### src/rtl/load_seq_pkg.sv
`default_nettype none
// ============================================================================
// Module      : load_seq_pkg
// Description : Shared types and constants for the storage load sequencer.
//               Holds the command opcode enum, the sequencer state enum,
//               default data-word geometry and a lane-extraction helper.
// Ports       : none (package)
// Revision    : 1.0 - initial release
// ============================================================================
package load_seq_pkg;

    localparam int DEF_LANES  = 3;
    localparam int DEF_LANE_W = 16;
    localparam int DW         = DEF_LANES * DEF_LANE_W;
    localparam int OP_W       = 3;

    // Command opcodes; encodings 6 and 7 are illegal.
    typedef enum logic [OP_W-1:0] {
        OP_WR_WEIGHT = 3'd0,
        OP_WR_INPUT  = 3'd1,
        OP_WR_LABEL  = 3'd2,
        OP_WR_CODE   = 3'd3,
        OP_START     = 3'd4,
        OP_STOP      = 3'd5
    } op_e;

    typedef enum logic [2:0] {
        ST_IDLE    = 3'd0,
        ST_LOAD    = 3'd1,
        ST_LOC_RST = 3'd2,
        ST_ARM     = 3'd3,
        ST_RUN     = 3'd4
    } state_e;

    // Lane i of a default-geometry row word; lane 0 sits in the MSBs.
    function automatic logic [DEF_LANE_W-1:0] lane(input logic [DW-1:0] word,
                                                   input int unsigned i);
        logic [DW-1:0] shifted;
        shifted = word << (i * DEF_LANE_W);
        return shifted[DW-1 -: DEF_LANE_W];
    endfunction

endpackage
`default_nettype wire

### src/rtl/load_seq_beat_counter.sv
`default_nettype none
// ============================================================================
// Module      : load_seq_beat_counter
// Description : Row/line address generator for one load command. Latches the
//               first row and the beat count on i_start, advances on each
//               accepted beat, and flags the final beat.
// Ports       : clk          - clock
//               rst_n        - synchronous active-low reset
//               i_start      - latch i_row / i_count (new load command)
//               i_row        - first row index of the command
//               i_count      - number of beats in the command (non-zero)
//               i_beat       - a data beat is accepted this cycle
//               o_row        - row index for the beat being accepted
//               o_last_beat  - the beat being accepted is the final one
// Revision    : 1.0 - initial release
// ============================================================================
module load_seq_beat_counter #(
    parameter int IDX_W = 32,
    parameter int CNT_W = 16
) (
    input  logic             clk,
    input  logic             rst_n,
    input  logic             i_start,
    input  logic [IDX_W-1:0] i_row,
    input  logic [CNT_W-1:0] i_count,
    input  logic             i_beat,
    output logic [IDX_W-1:0] o_row,
    output logic             o_last_beat
);

    logic [IDX_W-1:0] r_base;
    logic [IDX_W-1:0] r_offset;
    logic [CNT_W-1:0] r_remaining;

    always_ff @(posedge clk) begin
        if (!rst_n) begin
            r_base      <= '0;
            r_offset    <= '0;
            r_remaining <= '0;
        end else if (i_start) begin
            r_base      <= i_row;
            r_offset    <= '0;
            r_remaining <= i_count;
        end else if (i_beat) begin
            r_offset    <= r_offset + IDX_W'(1);
            r_remaining <= r_remaining - CNT_W'(1);
        end
    end

    // Row arithmetic wraps modulo 2^IDX_W by construction.
    assign o_row       = r_base + r_offset;
    assign o_last_beat = (r_remaining == CNT_W'(1));

endmodule
`default_nettype wire

### src/rtl/storage_load_sequencer.sv
`default_nettype none
// ============================================================================
// Module      : storage_load_sequencer
// Description : Command/data stream loader for data_path. Writes weight,
//               input, label and code storages through a shared registered
//               write bus, then sequences locator reset, code-storage enable
//               and controller enable on START; STOP drops both enables.
// Ports       : clk_clk, reset_reset_n       - clock, sync active-low reset
//               cmd_valid/ready, cmd_op, cmd_layer, cmd_row, cmd_count
//                                            - command stream
//               data_valid/ready, data_word  - row data stream
//               wr_layer_index, wr_row_index, wr_data - shared write bus
//               weight/input/label/code_is_write      - write strobes
//               locator_reset, code_enable, controller_enable - run control
//               busy, load_done, error       - status
// Revision    : 1.0 - initial release
// ============================================================================
module storage_load_sequencer
    import load_seq_pkg::*;
#(
    parameter int LANES  = 3,
    parameter int LANE_W = 16,
    parameter int IDX_W  = 32,
    parameter int CODE_W = 12,
    parameter int CNT_W  = 16
) (
    input  logic                    clk_clk,
    input  logic                    reset_reset_n,
    input  logic                    cmd_valid,
    output logic                    cmd_ready,
    input  logic [OP_W-1:0]         cmd_op,
    input  logic [IDX_W-1:0]        cmd_layer,
    input  logic [IDX_W-1:0]        cmd_row,
    input  logic [CNT_W-1:0]        cmd_count,
    input  logic                    data_valid,
    output logic                    data_ready,
    input  logic [LANES*LANE_W-1:0] data_word,
    output logic [IDX_W-1:0]        wr_layer_index,
    output logic [IDX_W-1:0]        wr_row_index,
    output logic [LANES*LANE_W-1:0] wr_data,
    output logic                    weight_is_write,
    output logic                    input_is_write,
    output logic                    label_is_write,
    output logic                    code_is_write,
    output logic                    locator_reset,
    output logic                    code_enable,
    output logic                    controller_enable,
    output logic                    busy,
    output logic                    load_done,
    output logic                    error
);

    localparam int DATA_W = LANES * LANE_W;

    // Code storage consumes the low CODE_W bits of the shared data bus.
    if (CODE_W > DATA_W) begin : g_code_w_check
        $error("CODE_W must not exceed LANES*LANE_W");
    end

    state_e           r_state;
    state_e           w_next_state;
    logic             w_cmd_ready;
    logic             w_data_ready;
    logic             w_load_start;
    logic             w_beat;
    logic             w_err_set;
    logic [IDX_W-1:0] w_cur_row;
    logic             w_last_beat;

    op_e              r_op;
    logic [IDX_W-1:0] r_layer;
    logic [IDX_W-1:0] r_wr_layer;
    logic [IDX_W-1:0] r_wr_row;
    logic [DATA_W-1:0] r_wr_data;
    logic             r_weight_wr;
    logic             r_input_wr;
    logic             r_label_wr;
    logic             r_code_wr;
    logic             r_load_done;
    logic             r_locator_reset;
    logic             r_code_en;
    logic             r_ctrl_en;
    logic             r_error;

    load_seq_beat_counter #(
        .IDX_W (IDX_W),
        .CNT_W (CNT_W)
    ) u_beat_counter (
        .clk         (clk_clk),
        .rst_n       (reset_reset_n),
        .i_start     (w_load_start),
        .i_row       (cmd_row),
        .i_count     (cmd_count),
        .i_beat      (w_beat),
        .o_row       (w_cur_row),
        .o_last_beat (w_last_beat)
    );

    // ------------------------------------------------------------------
    // FSM state register
    // ------------------------------------------------------------------
    always_ff @(posedge clk_clk) begin
        if (!reset_reset_n) begin
            r_state <= ST_IDLE;
        end else begin
            r_state <= w_next_state;
        end
    end

    // ------------------------------------------------------------------
    // FSM next-state and handshake decode
    // ------------------------------------------------------------------
    always_comb begin
        w_next_state = r_state;
        w_cmd_ready  = 1'b0;
        w_data_ready = 1'b0;
        w_load_start = 1'b0;
        w_beat       = 1'b0;
        w_err_set    = 1'b0;
        case (r_state)
            ST_IDLE: begin
                w_cmd_ready = 1'b1;
                if (cmd_valid) begin
                    case (cmd_op)
                        OP_WR_WEIGHT, OP_WR_INPUT, OP_WR_LABEL, OP_WR_CODE: begin
                            // A zero-length load is consumed without leaving IDLE.
                            if (cmd_count != '0) begin
                                w_load_start = 1'b1;
                                w_next_state = ST_LOAD;
                            end
                        end
                        OP_START: w_next_state = ST_LOC_RST;
                        OP_STOP:  w_next_state = ST_IDLE;
                        default:  w_err_set    = 1'b1;
                    endcase
                end
            end
            ST_LOAD: begin
                w_data_ready = 1'b1;
                if (data_valid) begin
                    w_beat = 1'b1;
                    if (w_last_beat) begin
                        w_next_state = ST_IDLE;
                    end
                end
            end
            ST_LOC_RST: w_next_state = ST_ARM;
            ST_ARM:     w_next_state = ST_RUN;
            ST_RUN: begin
                w_cmd_ready = 1'b1;
                if (cmd_valid) begin
                    // Storages must not change under a running controller:
                    // anything other than STOP is dropped and flagged.
                    if (cmd_op == OP_STOP) begin
                        w_next_state = ST_IDLE;
                    end else begin
                        w_err_set = 1'b1;
                    end
                end
            end
            default: w_next_state = ST_IDLE;
        endcase
    end

    // ------------------------------------------------------------------
    // Registered write bus, strobes and run-control outputs
    // ------------------------------------------------------------------
    always_ff @(posedge clk_clk) begin
        if (!reset_reset_n) begin
            r_op            <= OP_WR_WEIGHT;
            r_layer         <= '0;
            r_wr_layer      <= '0;
            r_wr_row        <= '0;
            r_wr_data       <= '0;
            r_weight_wr     <= 1'b0;
            r_input_wr      <= 1'b0;
            r_label_wr      <= 1'b0;
            r_code_wr       <= 1'b0;
            r_load_done     <= 1'b0;
            r_locator_reset <= 1'b0;
            r_code_en       <= 1'b0;
            r_ctrl_en       <= 1'b0;
            r_error         <= 1'b0;
        end else begin
            r_weight_wr <= 1'b0;
            r_input_wr  <= 1'b0;
            r_label_wr  <= 1'b0;
            r_code_wr   <= 1'b0;
            r_load_done <= 1'b0;

            if (w_load_start) begin
                r_op    <= op_e'(cmd_op);
                r_layer <= cmd_layer;
            end

            // Bus fields only move with a strobe, so they hold otherwise.
            if (w_beat) begin
                r_wr_layer  <= r_layer;
                r_wr_row    <= w_cur_row;
                r_wr_data   <= data_word;
                r_load_done <= w_last_beat;
                case (r_op)
                    OP_WR_WEIGHT: r_weight_wr <= 1'b1;
                    OP_WR_INPUT:  r_input_wr  <= 1'b1;
                    OP_WR_LABEL:  r_label_wr  <= 1'b1;
                    OP_WR_CODE:   r_code_wr   <= 1'b1;
                    default:      r_weight_wr <= 1'b0;
                endcase
            end

            // Enables are decoded from the next state so they change on
            // the same edge as the state transition.
            r_locator_reset <= (w_next_state == ST_LOC_RST);
            r_code_en       <= (w_next_state == ST_ARM) || (w_next_state == ST_RUN);
            r_ctrl_en       <= (w_next_state == ST_RUN);

            if (w_err_set) begin
                r_error <= 1'b1;
            end
        end
    end

    assign cmd_ready         = w_cmd_ready;
    assign data_ready        = w_data_ready;
    assign wr_layer_index    = r_wr_layer;
    assign wr_row_index      = r_wr_row;
    assign wr_data           = r_wr_data;
    assign weight_is_write   = r_weight_wr;
    assign input_is_write    = r_input_wr;
    assign label_is_write    = r_label_wr;
    assign code_is_write     = r_code_wr;
    assign locator_reset     = r_locator_reset;
    assign code_enable       = r_code_en;
    assign controller_enable = r_ctrl_en;
    assign busy              = (r_state != ST_IDLE);
    assign load_done         = r_load_done;
    assign error             = r_error;

endmodule
`default_nettype wire

### config.mk
export PLATFORM = sky130hd
export DESIGN_NAME = storage_load_sequencer
export DESIGN_NICKNAME = d
export VERILOG_FILES = /design/src/rtl/load_seq_pkg.sv /design/src/rtl/load_seq_beat_counter.sv /design/src/rtl/storage_load_sequencer.sv
export SDC_FILE = /design/constraint.sdc
export NUM_CORES = 1
export LEC_CHECK = 0
export CAP_MARGIN = 15
export CORE_UTILIZATION = 50
export CTS_CLUSTER_SIZE = 8
export DETAILED_ROUTE_END_ITERATION = 8
export PLACE_DENSITY = 0.81
export SYNTH_ARGS = -nofsm -noshare
export SYNTH_HDL_FRONTEND = slang
export SYNTH_SLANG_ARGS = --single-unit
### constraint.sdc
create_clock -name clk_clk -period 2.82 [get_ports clk_clk]
set_input_delay 0.564 -clock clk_clk [delete_from_list [all_inputs] [get_ports clk_clk]]
set_output_delay 0.564 -clock clk_clk [all_outputs]
set_load 0.01 [all_outputs]
* After elaboration in Yosys (flattened, before gate mapping)
Cells that the tools add are included.
** Word-level totals
- Output and inout port bits :: 124
- Input port bits :: 135
- Register bits after elaboration :: 239
** Cells by class
- Add/sub/neg operators :: 3
- Bitwise logic cells :: 1
- Equal/unequal tests :: 16
- Reductions and logical operators :: 12
- Multiplexer cells :: 27
** Operators with widths (number)
- $add 32x1->32 const B :: 1
- $add 32x32->32 :: 1
- $mux 16 :: 2
- $eq 3x2->1 const B :: 8
- $mux 3 :: 6
- $eq 16x1->1 const B :: 1
- $mux 1 :: 16
- $reduce_bool 16->1 :: 1
- $sub 16x1->16 const B :: 1
- $pmux 3 s5 :: 1
- $eq 3x3->1 const B :: 4
- $eq 3x1->1 const B :: 3
- $logic_not 3->1 :: 3
- $pmux 3 s3 :: 1
- $reduce_or 6->1 :: 1
- $reduce_or 2->1 :: 2
- $reduce_or 4->1 :: 1
- $reduce_bool 3->1 :: 1
- $pmux 1 s2 :: 1
- $reduce_and 2->1 :: 1
- $reduce_bool 2->1 :: 1
- $logic_or 1x1->1 :: 1
- $not 1->1 :: 1

* Longest topological paths before layout
Gate-level depths: netlist of the first run.
- Word-level depth :: 7
- Depth in mapped cells :: 10
- Gate-level depth less buffers :: 10

* Modules after synthesis
A second synthesis of the first run with hierarchy kept.
** Unflattened totals
- Cells, all modules :: 1338
- Area, all modules :: 11443.5 µm²
** Modules (own cells, without submodules)
- storage_load_sequencer :: times used 1, cells an instance 687, area each 5975.7 µm²
- load_seq_beat_counter :: times used 1, cells an instance 651, area each 5467.7 µm²

* Worst setup path before layout of the first run
Ideal clock, no wire load.
- Kind :: register -> register
- From :: register u_beat_counter.r_remaining[4]
- To :: register r_state[0]
- Library setup time :: 0.115 ns
- Path slack :: 0.273 ns
- Path buffers :: 0
- Data arrival time :: 2.432 ns
- Data required time :: 2.705 ns
- Stages on the path, launching flop included :: 8
- Path through :: dfxtp_1 > or4_4 > or4_4 > or4b_4 > nor4_1 > o21a_1 > o21ai_1 > and2_1
** On the way
- Longest elaborated chain between the ends :: 4
** Ends and longest elaborated chain
- start: declaration :: line load_seq_beat_counter.sv:33 : logic [CNT_W-1:0] r_remaining;
- start signal: assignment :: line load_seq_beat_counter.sv:43 : r_remaining <= i_count;
- start signal: assignment :: line load_seq_beat_counter.sv:46 : r_remaining <= r_remaining - CNT_W'(1);
- $eq 16x1->1 :: line load_seq_beat_counter.sv:52 : assign o_last_beat = (r_remaining == CNT_W'(1));
- $mux 3 :: line storage_load_sequencer.sv:142 : if (w_last_beat) begin
- $mux 3 :: line storage_load_sequencer.sv:140 : if (data_valid) begin
- $pmux 3 s5 :: line storage_load_sequencer.sv:120 : case (r_state)
- end signal: assignment :: line storage_load_sequencer.sv:106 : r_state <= w_next_state;
- end: declaration :: line storage_load_sequencer.sv:60 : state_e r_state;
Every way passes these cells.
A chain may end at the register's enable or synchronous reset.

* Worst setup path in the final report of the first run
- From :: register u_beat_counter.r_offset[4]
- To :: register r_wr_row[29] (netlist: wr_row_index[29])
** On the way
- Longest elaborated chain between the ends :: 1
** Ends and longest elaborated chain
- start: declaration :: line load_seq_beat_counter.sv:32 : logic [IDX_W-1:0] r_offset;
- start signal: assignment :: line load_seq_beat_counter.sv:45 : r_offset <= r_offset + IDX_W'(1);
- $add 32x32->32 :: line load_seq_beat_counter.sv:51 : assign o_row = r_base + r_offset;
- end signal: assignment :: line storage_load_sequencer.sv:199 : r_wr_row <= w_cur_row;
- end: declaration :: line storage_load_sequencer.sv:73 : logic [IDX_W-1:0] r_wr_row;
Every way passes these cells.

==> results.md, run 1 <==
* Most common flop cell mapped by yosys: dfxtp_1
* DP Cell Count at 1830
* Reg2Reg Launch Point: u_beat_counter.r_offset[4]$_SDFFE_PP0P_
* Post-Place Setup Slack at 0.0392 ns
* Layout cells sized above 1 at under 10%
* Pin count of the biggest net entering global routing at 56
* H-Tree Depth at 2
* Total track usage at 27.9%
* Hold Path Depth at 2
* Maximum vdd drop at 0.000418 V
* CP Max Fanout at 5
* Final Hold Viols at 0
* Die Y at around 150 µm
* Residual DRC at 0
* FF-to-FF path depth at 8
* Measured slew at the worst slew-check pin at 0.563 ns
* Setup ws final at roughly 0.074 ns
* Hold Path End: wr_layer_index[9]$_SDFFE_PN0P_
* Mapped Area at 10500 µm²
* CP Capture Type: flop
* Design area at 14500 µm²
* Final Net Count at around 1800
* Worst hold start: r_layer[9]$_SDFFE_PN0P_
* Netlist cell types at 61
* Dpl hpwl at 21500 µm
* Synthesized instance count at 1338
* Critical path arrival at 3.17 ns
* First DRT Iteration DRCs at 614
* WL final at 30800 µm
* Commonest non-fill, non-tap cell in the layout: nand2_1
* Pwr dens at 559 nW/µm²
* MaxCap Viol Count at 0
* TNS Setup at 0 ns
* YS warnings at 0
* Placed Area at roughly 14000 µm²
* Minimum clock period at approximately 2.7 ns
* Worst Setup Path Type: flop to flop
* Most used cell, CP: o21ai_0
* Outcome: complete, no violations
* Num CTS Buffers at 35
* Yosys top cell by area: dfxtp_1
* Final setup viols at 0
* Gr ovfl total at 0
* Worst hold path type: flop to flop
* Slew headroom at between 60% and 70%
* Via count at 10400
* CTS Sinks at 239
* Die width at 147 µm
* Setup slack, reg-to-reg at 0.07 ns
* Hold-fix buffers at CTS at 0
* Yosys reg bits at 239
* Tcrit/Tclk final at a little over nine tenths
* Lkg Pwr at roughly 5.4 nW
* PnR Total Power at between 8 and 9 mW
* CTS Root Cell: clkbuf_16
* Initial antenna violation count at 0
* Max stage delay cell, worst path: o21ai_0
* Starting density of the core at 51.4%
* P&R area growth vs syn at 38.0%
* CTS tree: done
* Top Ports at 259
* Die area at 21600 µm²
* FF-to-FF End: wr_row_index[29]$_SDFFE_PN0P_
* DR WL/cell at approximately 16 µm
* Register area at between 4000 and 5000 µm²
* Synth top area share at 45.6%
* Number of global-route vias before repair at 9709
* Core ar. at 20400 µm²
* Share of flip-flops with an asynchronous set or reset at 0%
* Post-synth EDFFs at 0
* Syn Nets at about 1500
* Worst path cell trace: ha_1 -> and3_1 -> a211oi_1 -> a21oi_1 -> o21ai_0 -> a22oi_1 -> xnor2_1 -> o21ai_0
* Pre-Repair DR Iteration Count at 5
* Antenna diodes at 0
* Synth Area per Inst at between 7 and 8 µm²
* Most area-consuming cells after synthesis: dfxtp_1 (46%), nand2_1 (13%), a21oi_1 (10%)
* Fin Clk Skew at 0.0133 ns
* Final ANT Viol Nets at 0
* CP Launch Type: flop
* Reg clk slew, reported paths at around 0.05 ns
* Input/output buffers at 258
* # fillers at 1622
* Rows at 52
* Clk_lat worst skew at just over 0.5 ns
* Clock buffer depth at 3
* Commonest non-fill, non-tap cells in the layout: nand2_1 (369), clkdlybuf4s50_1 (258), dfxtp_1 (239)
* Via density at 5.56
* Post-layout util at 70.9%
* Slew Limit Fails at 0
* Max incr delay on CP at approximately 0.52 ns
* Worst Path Required at 3.24 ns
* FMAX at about 0.36 GHz
* Multi-input logic area at 5420 µm²
* Min Hold Slack at roughly 0.44 ns
* Final Non-Filler Cells at 1869
* First-pass GRT wire length at about 48000 µm
* Seq/Total Area, Yosys at 45.6%
* Routability Congestion at 0.946
## report_power, final
group          switching (mW)  leakage [nW]  total (mW)  internal, mW
combinational           0.452          2.96       0.886         0.434
sequential             0.0736          1.94        3.57          3.50
clock                    1.40         0.456        3.64          2.24
## routing by layer
metal / part of all wire, % / wire length [µm] / vias to the layer above / GRT usage [%]
li1: - / - / 5112 / -
met1: 42 / 12900 / 4803 / 34.7
met2: 47 / 14500 / 401 / 46.5
met3: 6.7 / 2060 / 80 / 5.25
met4: 4.1 / 1280 / 0 / 13.4
met5: 0 / 0 / - / 0
## cell usage after synthesis (4+ instances only)
master and instances:
xor2_1 17, nor3b_1 5, xnor2_1 27, o211ai_1 13
dfxtp_1 239, or3_1 16, and3_1 15, nand2b_1 5
clkbuf_1 62, buf_1 12, mux2i_1 4, ha_1 34
nor4_1 10, nand2_1 370, nor3_1 22, a21o_1 15
a211oi_1 8, nand3_1 27, a31oi_1 8, a21oi_1 218
and2_1 7, inv_1 20, and4_1 4, o21ai_0 36
nor2_1 66, nand4_1 12, nand3b_1 4, o21bai_1 6
nor2b_1 5
## worst max-delay path, delay by kind of cell (launching register included)
family | cells | cell delay, ns
and+or+nand+nor | 1 | 0.22
DFF | 1 | 0.45
xor gates and xnor gates | 1 | 0.17
adders and majority gates | 1 | 0.35
AOI/OAI and AO/OA | 5 | 1.48
## how the worst max path moves through the flow
stage / startpoint / endpoint / slack, ns / cells after the start
floorplan: u_beat_counter.r_remaining[4]$_SDFFE_PN0P_ / r_state[0]$_SDFF_PN0_ / 0.27 / 7
global route: u_beat_counter.r_base[0]$_SDFFE_PN0P_ / wr_row_index[28]$_SDFFE_PN0P_ / -0.03 / 10
finish: u_beat_counter.r_offset[4]$_SDFFE_PP0P_ / wr_row_index[29]$_SDFFE_PN0P_ / 0.07 / 8
global placement: cmd_count[11] / r_layer[12]$_SDFFE_PN0P_ / 0.06 / 7
CTS: u_beat_counter.r_offset[0]$_SDFFE_PP0P_ / wr_row_index[22]$_SDFFE_PN0P_ / 0.08 / 11
detailed placement: cmd_count[11] / r_op[1]$_SDFFE_PN0P_ / 0.04 / 7
## area by class of cell
class	instances	area share, %
inverters	21	0.579
clock inverters	2	0.173
multi-input cells	1003	37.4
well taps	270	2.33
clock buffers	37	6.24
flip-flops and latches	239	33.0
repair buffers	297	20.3
## flip-flops by register name, summed over array words and instances (netlist names)
signal,flops
u_beat_counter.r_offset,32
load_done,1
error,1
r_op,3
code_is_write,1
wr_row_index,32
wr_data,48
input_is_write,1
r_state,3
locator_reset,1
controller_enable,1
u_beat_counter.r_remaining,16
label_is_write,1
code_enable,1
weight_is_write,1
r_layer,32
wr_layer_index,32
u_beat_counter.r_base,32
## cells by family (layout without fill, tap and decap cells)
group                    count (synthesis)  in the layout  synth area share [%]
AO/OA/AOI/OAI                          340            340                  18.5
adder cells (fa/ha/maj)                 35             35                  4.24
flip-flops                             239            239                  45.6
buffers and inverters                   96            357                  3.44
AND/OR/NAND/NOR                        580            580                  24.2
XOR/XNOR                                44             44                  3.67
multiplexers                             4              4                 0.381
## timing repair
action                     4_1_cts  5_1_grt
setup endpoints to repair        0        7
setup buffers                    0        0
hold endpoints to repair         0        0
resized for setup                0        9
Note: power is estimated with default switching activity, not from simulation.
==> run 2, diff against run 1 <==
--- a/config.mk
+++ b/config.mk
@@ -6,10 +6,11 @@
 export NUM_CORES = 1
 export LEC_CHECK = 0
 export CAP_MARGIN = 15
-export CORE_UTILIZATION = 50
+export CORE_UTILIZATION = 51
 export CTS_CLUSTER_SIZE = 8
 export DETAILED_ROUTE_END_ITERATION = 8
 export PLACE_DENSITY = 0.81
 export SYNTH_ARGS = -nofsm -noshare
 export SYNTH_HDL_FRONTEND = slang
+export SYNTH_HIERARCHICAL = 1
 export SYNTH_SLANG_ARGS = --single-unit
==> results.md, run 2 <==
* Outcome: complete, but fails checks
* Failing checks: setup timing
* Final Net Count at roughly 1700
* Layout cells sized above 1 at 5.26%
* Max stage delay cell, worst path: fa_1
* Rows at 54
* # fillers at 1760
* Measured slew at the worst slew-check pin at 0.738 ns
* Number of global-route vias before repair at 9374
* DR WL/cell at 16.7 µm
* Worst hold start: r_layer[10]$_SDFFE_PN0P_
* Pre-Repair DR Iteration Count at 6
* Worst hold path type: flop to flop
* Initial antenna violation count at 0
* CTS Sinks at 239
* Seq/Total Area, Yosys at 41.8%
* Slew headroom at 50.8%
* Worst Path Required at 3.25 ns
* Total track usage at between 20% and 30%
* Count leader, synth: nand2_1
* Residual DRC at 0
* Worst Setup Path Type: flop to flop
* Fin Clk Skew at 0.00601 ns
* Final ANT Viol Nets at 0
* Reg clk slew, reported paths at 0.05 ns
* Commonest non-fill, non-tap cells in the layout: nand2_1 (350), clkdlybuf4s50_1 (257), dfxtp_1 (239)
* Synth top area share at 41.8%
* WP depth at 10
* Setup slack, reg-to-reg at -0.002 ns
* Die width at 152 µm
* Design area at 15200 µm²
* Final Hold Viols at 0
* Placed Area at about 14000 µm²
* Worst path bufs/invs at 0
* H-Tree Depth at 2
* Multi-input logic area at about 6300 µm²
* Mapped Area at 11400 µm²
* Clock buffer depth at 3
* Maximum vdd drop at around 0.00042 V
* Critical Path End: wr_row_index[20]$_SDFFE_PN0P_
* FF-to-FF End: wr_row_index[20]$_SDFFE_PN0P_
* Register area at roughly 4800 µm²
* Critical path arrival at around 3.3 ns
* Syn Nets at 1508
* Slew Limit Fails at 0
* Most area-consuming cells after synthesis: dfxtp_1 (42%), nand2_1 (12%), mux2i_1 (5.9%)
* Max reg flops at 48
* Via count at just over 10000
* Routability Congestion at 0.965
* Clk_lat worst skew at 0.50 ns
* WL final at 31100 µm
* CP Launch Type: flop
* P&R area growth vs syn at 32.4%
* CP Capture Type: flop
* CP delay by family, top: compound AO/OA/AOI/OAI gates
* CTS Root Cell: clkbuf_16
* CTS tree: done
* CP Max Fanout at 6
* Share of flip-flops with an asynchronous set or reset at 0%
* MaxCap Viol Count at 0
* Pwr dens at ~530 nW/µm²
* Pin count of the biggest net entering global routing at 122
* Lkg Pwr at about 5.7 nW
* Tcrit/Tclk final at 100%
* Die Y at between 150 and 200 µm
* Max incr delay on CP at 0.41 ns
* Setup ws final at -0.00243 ns
* Top Ports at 259
* Commonest non-fill, non-tap cell in the layout: nand2_1
* Core ar. at roughly 22000 µm²
* Input/output buffers at about 260
* Reg2Reg Launch Point: u_beat_counter/r_offset[0]$_SDFFE_PP0P_
* Yosys reg bits at 239
* Via density at 5.53
* Synth Area per Inst at 8.55 µm²
* Dpl hpwl at 21700 µm
* Synthesized instance count at 1338
* Worst path cell trace: ha_2 -> fa_1 -> a21o_1 -> a221o_1 -> a211oi_1 -> o31ai_1 -> a21oi_1 -> xnor2_1 -> nand2_1 -> a21boi_1
* FF-to-FF path depth at 10
* Starting density of the core at 52.3%
* Hold-fix buffers at CTS at 0
* Min Hold Slack at 0.447 ns
* First DRT Iteration DRCs at 720
* Netlist cell types at 70
* First-pass GRT wire length at between 40000 and 50000 µm
* YS warnings at 6
* Top cells by count, synth: nand2_1 (351), dfxtp_1 (239), mux2i_1 (68)
* Minimum clock period at 2.82 ns
* Most common flop cell mapped by yosys: dfxtp_1
* Yosys top cell by area: dfxtp_1
* Final setup viols at 1
* FMAX at about 0.35 GHz
* Die area at 23000 µm²
* Post-synth EDFFs at 0
* Num CTS Buffers at 35
* CP Launch Point: u_beat_counter/r_offset[0]$_SDFFE_PP0P_
* Gr ovfl total at 0
* RSZ-0062 raised after global routing: yes
-- run 2: kinds of logic after synthesis --
family	Yosys count	synth area share (%)
xor+xnor	68	5.20
buf+inv	84	3.41
flops	239	41.8
mux	69	6.05
compound gates	264	16.7
fa+ha+maj	35	3.89
simple gates	579	22.9
-- run 2: how the worst min path moves through the flow --
stage / to / cells past startpoint
finish: wr_layer_index[10]$_SDFFE_PN0P_ / 2
floorplan: wr_layer_index[0]$_SDFFE_PN0P_ / 2
detailed placement: wr_layer_index[10]$_SDFFE_PN0P_ / 2
global route: r_state[0]$_SDFF_PN0_ / 2
CTS: r_state[0]$_SDFF_PN0_ / 2
global placement: wr_layer_index[5]$_SDFFE_PN0P_ / 2
-- run 2: cell type report --
class,count,share of cell area (%)
Antenna cell,1,0.0165
Clock buffer,36,5.81
Clock inverter,2,0.190
Inverter,8,0.215
Multi-Input combinational cell,1015,41.6
Sequential cell,239,31.6
Tap cell,280,2.31
Timing Repair Buffer,277,18.3
-- run 2: tightest hold or removal path, stage by stage (launching register included) --
cell and delay (ns):
dfxtp_1 0.30, nand2_1 0.05, a21boi_1 0.05
-- run 2: stage by stage --
step | std cells | TNS, ns | utilization (%) | setup slack (ns) | power [mW]
2_1_floorplan | 1338 | 0 | - | 0.354 | 4.11
4_1_cts | 1854 | 0 | 69.0 | 0.0243 | 8.11
3_3_place_gp | 1816 | 0 | 64.9 | 0.136 | 4.49
3_5_place_dp | 1816 | 0 | 64.9 | 0.0526 | 4.51
6_report | 1858 | -0.00243 | 69.2 | -0.00243 | 8.05
5_1_grt | 1857 | -0.156 | 69.2 | -0.0702 | 8.35
-- run 2: repair_timing --
| action | 4_1_cts | 5_1_grt |
|---|---|---|
| setup endpoints to repair | 0 | 6 |
| buffers inserted | 0 | 3 |
| gates resized for setup | 0 | 4 |
-- run 2: report_power, final --
| part | leakage (nW) | switching, mW | internal, mW | total (mW) |
|---|---|---|---|---|
| registers | 1.94 | 0.0756 | 3.50 | 3.58 |
| logic | 3.27 | 0.421 | 0.459 | 0.880 |
| clock network | 0.447 | 1.40 | 2.19 | 3.59 |
| total | 5.66 | 1.90 | 6.15 | 8.05 |
-- run 2: per-layer routing --
metal | track usage [%] | share of wire (%) | routed length (µm)
met1 | 33.1 | 43 | 13300
met2 | 41.8 | 47 | 14700
met3 | 4.55 | 6.7 | 2100
met4 | 10.8 | 3.3 | 1030
met5 | 0 | 0 | 0
==> RTL change, RTL diff (settings of run 2) <==
Re-encode `state_e` (5 states) as one-hot, 5 bits wide.
--- a/src/rtl/load_seq_pkg.sv
+++ b/src/rtl/load_seq_pkg.sv
@@ -24,12 +24,12 @@
         OP_STOP      = 3'd5
     } op_e;
 
-    typedef enum logic [2:0] {
-        ST_IDLE    = 3'd0,
-        ST_LOAD    = 3'd1,
-        ST_LOC_RST = 3'd2,
-        ST_ARM     = 3'd3,
-        ST_RUN     = 3'd4
+    typedef enum logic [4:0] {
+        ST_IDLE    = 5'b00001,
+        ST_LOAD    = 5'b00010,
+        ST_LOC_RST = 5'b00100,
+        ST_ARM     = 5'b01000,
+        ST_RUN     = 5'b10000
     } state_e;
 
     // Lane i of a default-geometry row word; lane 0 sits in the MSBs.
Formal check against the unedited RTL: same outputs for any inputs over 4 cycles, from zero or initial values and one cycle with reset_reset_n low; so few cycles prove little.
==> RTL change against run 2 <==
Final area about the same; hold slack got worse by 21 ps; sequential cell count increased by 2; total power increased by 0.74%; wire length increased by 1.1%; core utilization about the same; area after synthesis decreased by 0.33%; critical path depth unchanged; worst setup slack improved by 180 ps; largest cell class unchanged; highest routed layer is now met5.
==> RTL change: results <==
global_routing:
  grt_pass1_wl_um: 48200
  grt_start_max_net_pins: 113
  grt_use_met1_pct: 33.16
  met3_usage_pct: 5.180
  grtUsageMet2_pct: 45.59
  grt_usage_pct: 26.41
  antenna_found_initial: 1
  grt_pass1_vias: 9544
synthesis:
  synth.area.top_cells: "dfxtp_1 42%, nand2_1 12%, a21oi_1 6.2%, mux2i_1 6.0%, ha_1 3.7%"
  synth_common_cells: "350 x nand2_1, 241 x dfxtp_1, 141 x a21oi_1"
  async_reset_ff_share_pct: 0
  ys_types: 77
  syn_nets: 1534
  yosysSeqAreaShare_pct: 42.30
final_layout:
  final_nets: 1774
  final_layout_size_suffix_gt1_share_pct: 5.414
  n_antenna_cell: 0
  n_fill_cell: 1707
cts:
  clk_pin_slew_ps: 50
  cts_setup_buffers: 0
  cts_buffers: 36
routing:
  wirelength_met1_um: 13270
  first_pass_iters: 5
  drt_iter0_markers: 548
  wl_met3_um: 2112
  wl_per_cell_um: 16.65
  top_layer_used: "met5"
  dr_wl_met2_um: 15390
  routed-via-count: 10390
outcome:
  status: "completed"
placed_design:
  dp_slack_ps: 168.2
  port_buffers: 258
  place_congestion: 0.9271
  dpl_cell_area_um2: 14170
  hpwl_um: 21820
power_and_ir_drop:
  p_leak_nw: 5.617
  vdd_drop_max_v: 0.0003835
worst_setup_path:
  cp_max_fo: 3
sta:
  clock_skew_ps: 11.81
  max_slew_margin_pct: 59.99
min_path:
  hold_class: "in -> reg"
==> RTL change: changes by cell type after synthesis, sizes merged, moves of 3 or more <==
| cell | run 2 | this run |
|---|---|---|
| nor4 | 13 | 18 |
| a21oi | 31 | 144 |
| a21boi | 115 | 3 |
| inv | 7 | 10 |
| nor3 | 12 | 17 |
| nor4b | 6 | 3 |
| nand3 | 18 | 22 |
==> RTL change: stage by stage <==
| step | power, mW | instances |
|---|---|---|
| floorplan | 4.042 | 1364 |
| global placement | 4.355 | 1846 |
| detailed placement | 4.369 | 1846 |
| CTS | 8.194 | 1887 |
| global route | 8.401 | 1887 |
| finish | 8.109 | 1887 |
==> RTL change: final cells by class <==
type / count / area, µm² / share of cell area [%]
well taps: 280 / 350.3 / 2.311
repair buffers: 278 / 2780 / 18.34
flip-flops and latches: 241 / 4825 / 31.82
clock buffers: 39 / 954.7 / 6.297
multi-input cells: 1036 / 6181 / 40.77
inverters: 11 / 45.04 / 0.2971
clock inverters: 2 / 25.02 / 0.1651
==> RTL change: cell families after synthesis <==
family	after synthesis	share of synthesized area, %
fa+ha+maj	35	3.905
simple gates	592	23.82
compound gates	270	14.78
flops	241	42.30
mux	69	6.066
buf+inv	87	3.763
xor+xnor	70	5.375
==> RTL change: final timing paths <==
| path | start | end | slack (ps) | cells past startpoint |
|---|---|---|---|---|
| setup / recovery | u_beat_counter/r_base[0] | wr_row_index[20] | 180 | 10 |
| hold / removal | reset_reset_n | u_beat_counter/r_base[29] | 430 | 2 |
| setup reg to reg | u_beat_counter/r_base[0] | wr_row_index[20] | 180 | 10 |
| hold reg to reg | r_layer[20] | wr_layer_index[20] | 450 | 2 |
==> RTL change: report_power, final <==
group          switching (mW)  total, mW  internal, mW
sequential             0.0666       3.57          3.50
clock                    1.43       3.80          2.36
combinational           0.355      0.744         0.389
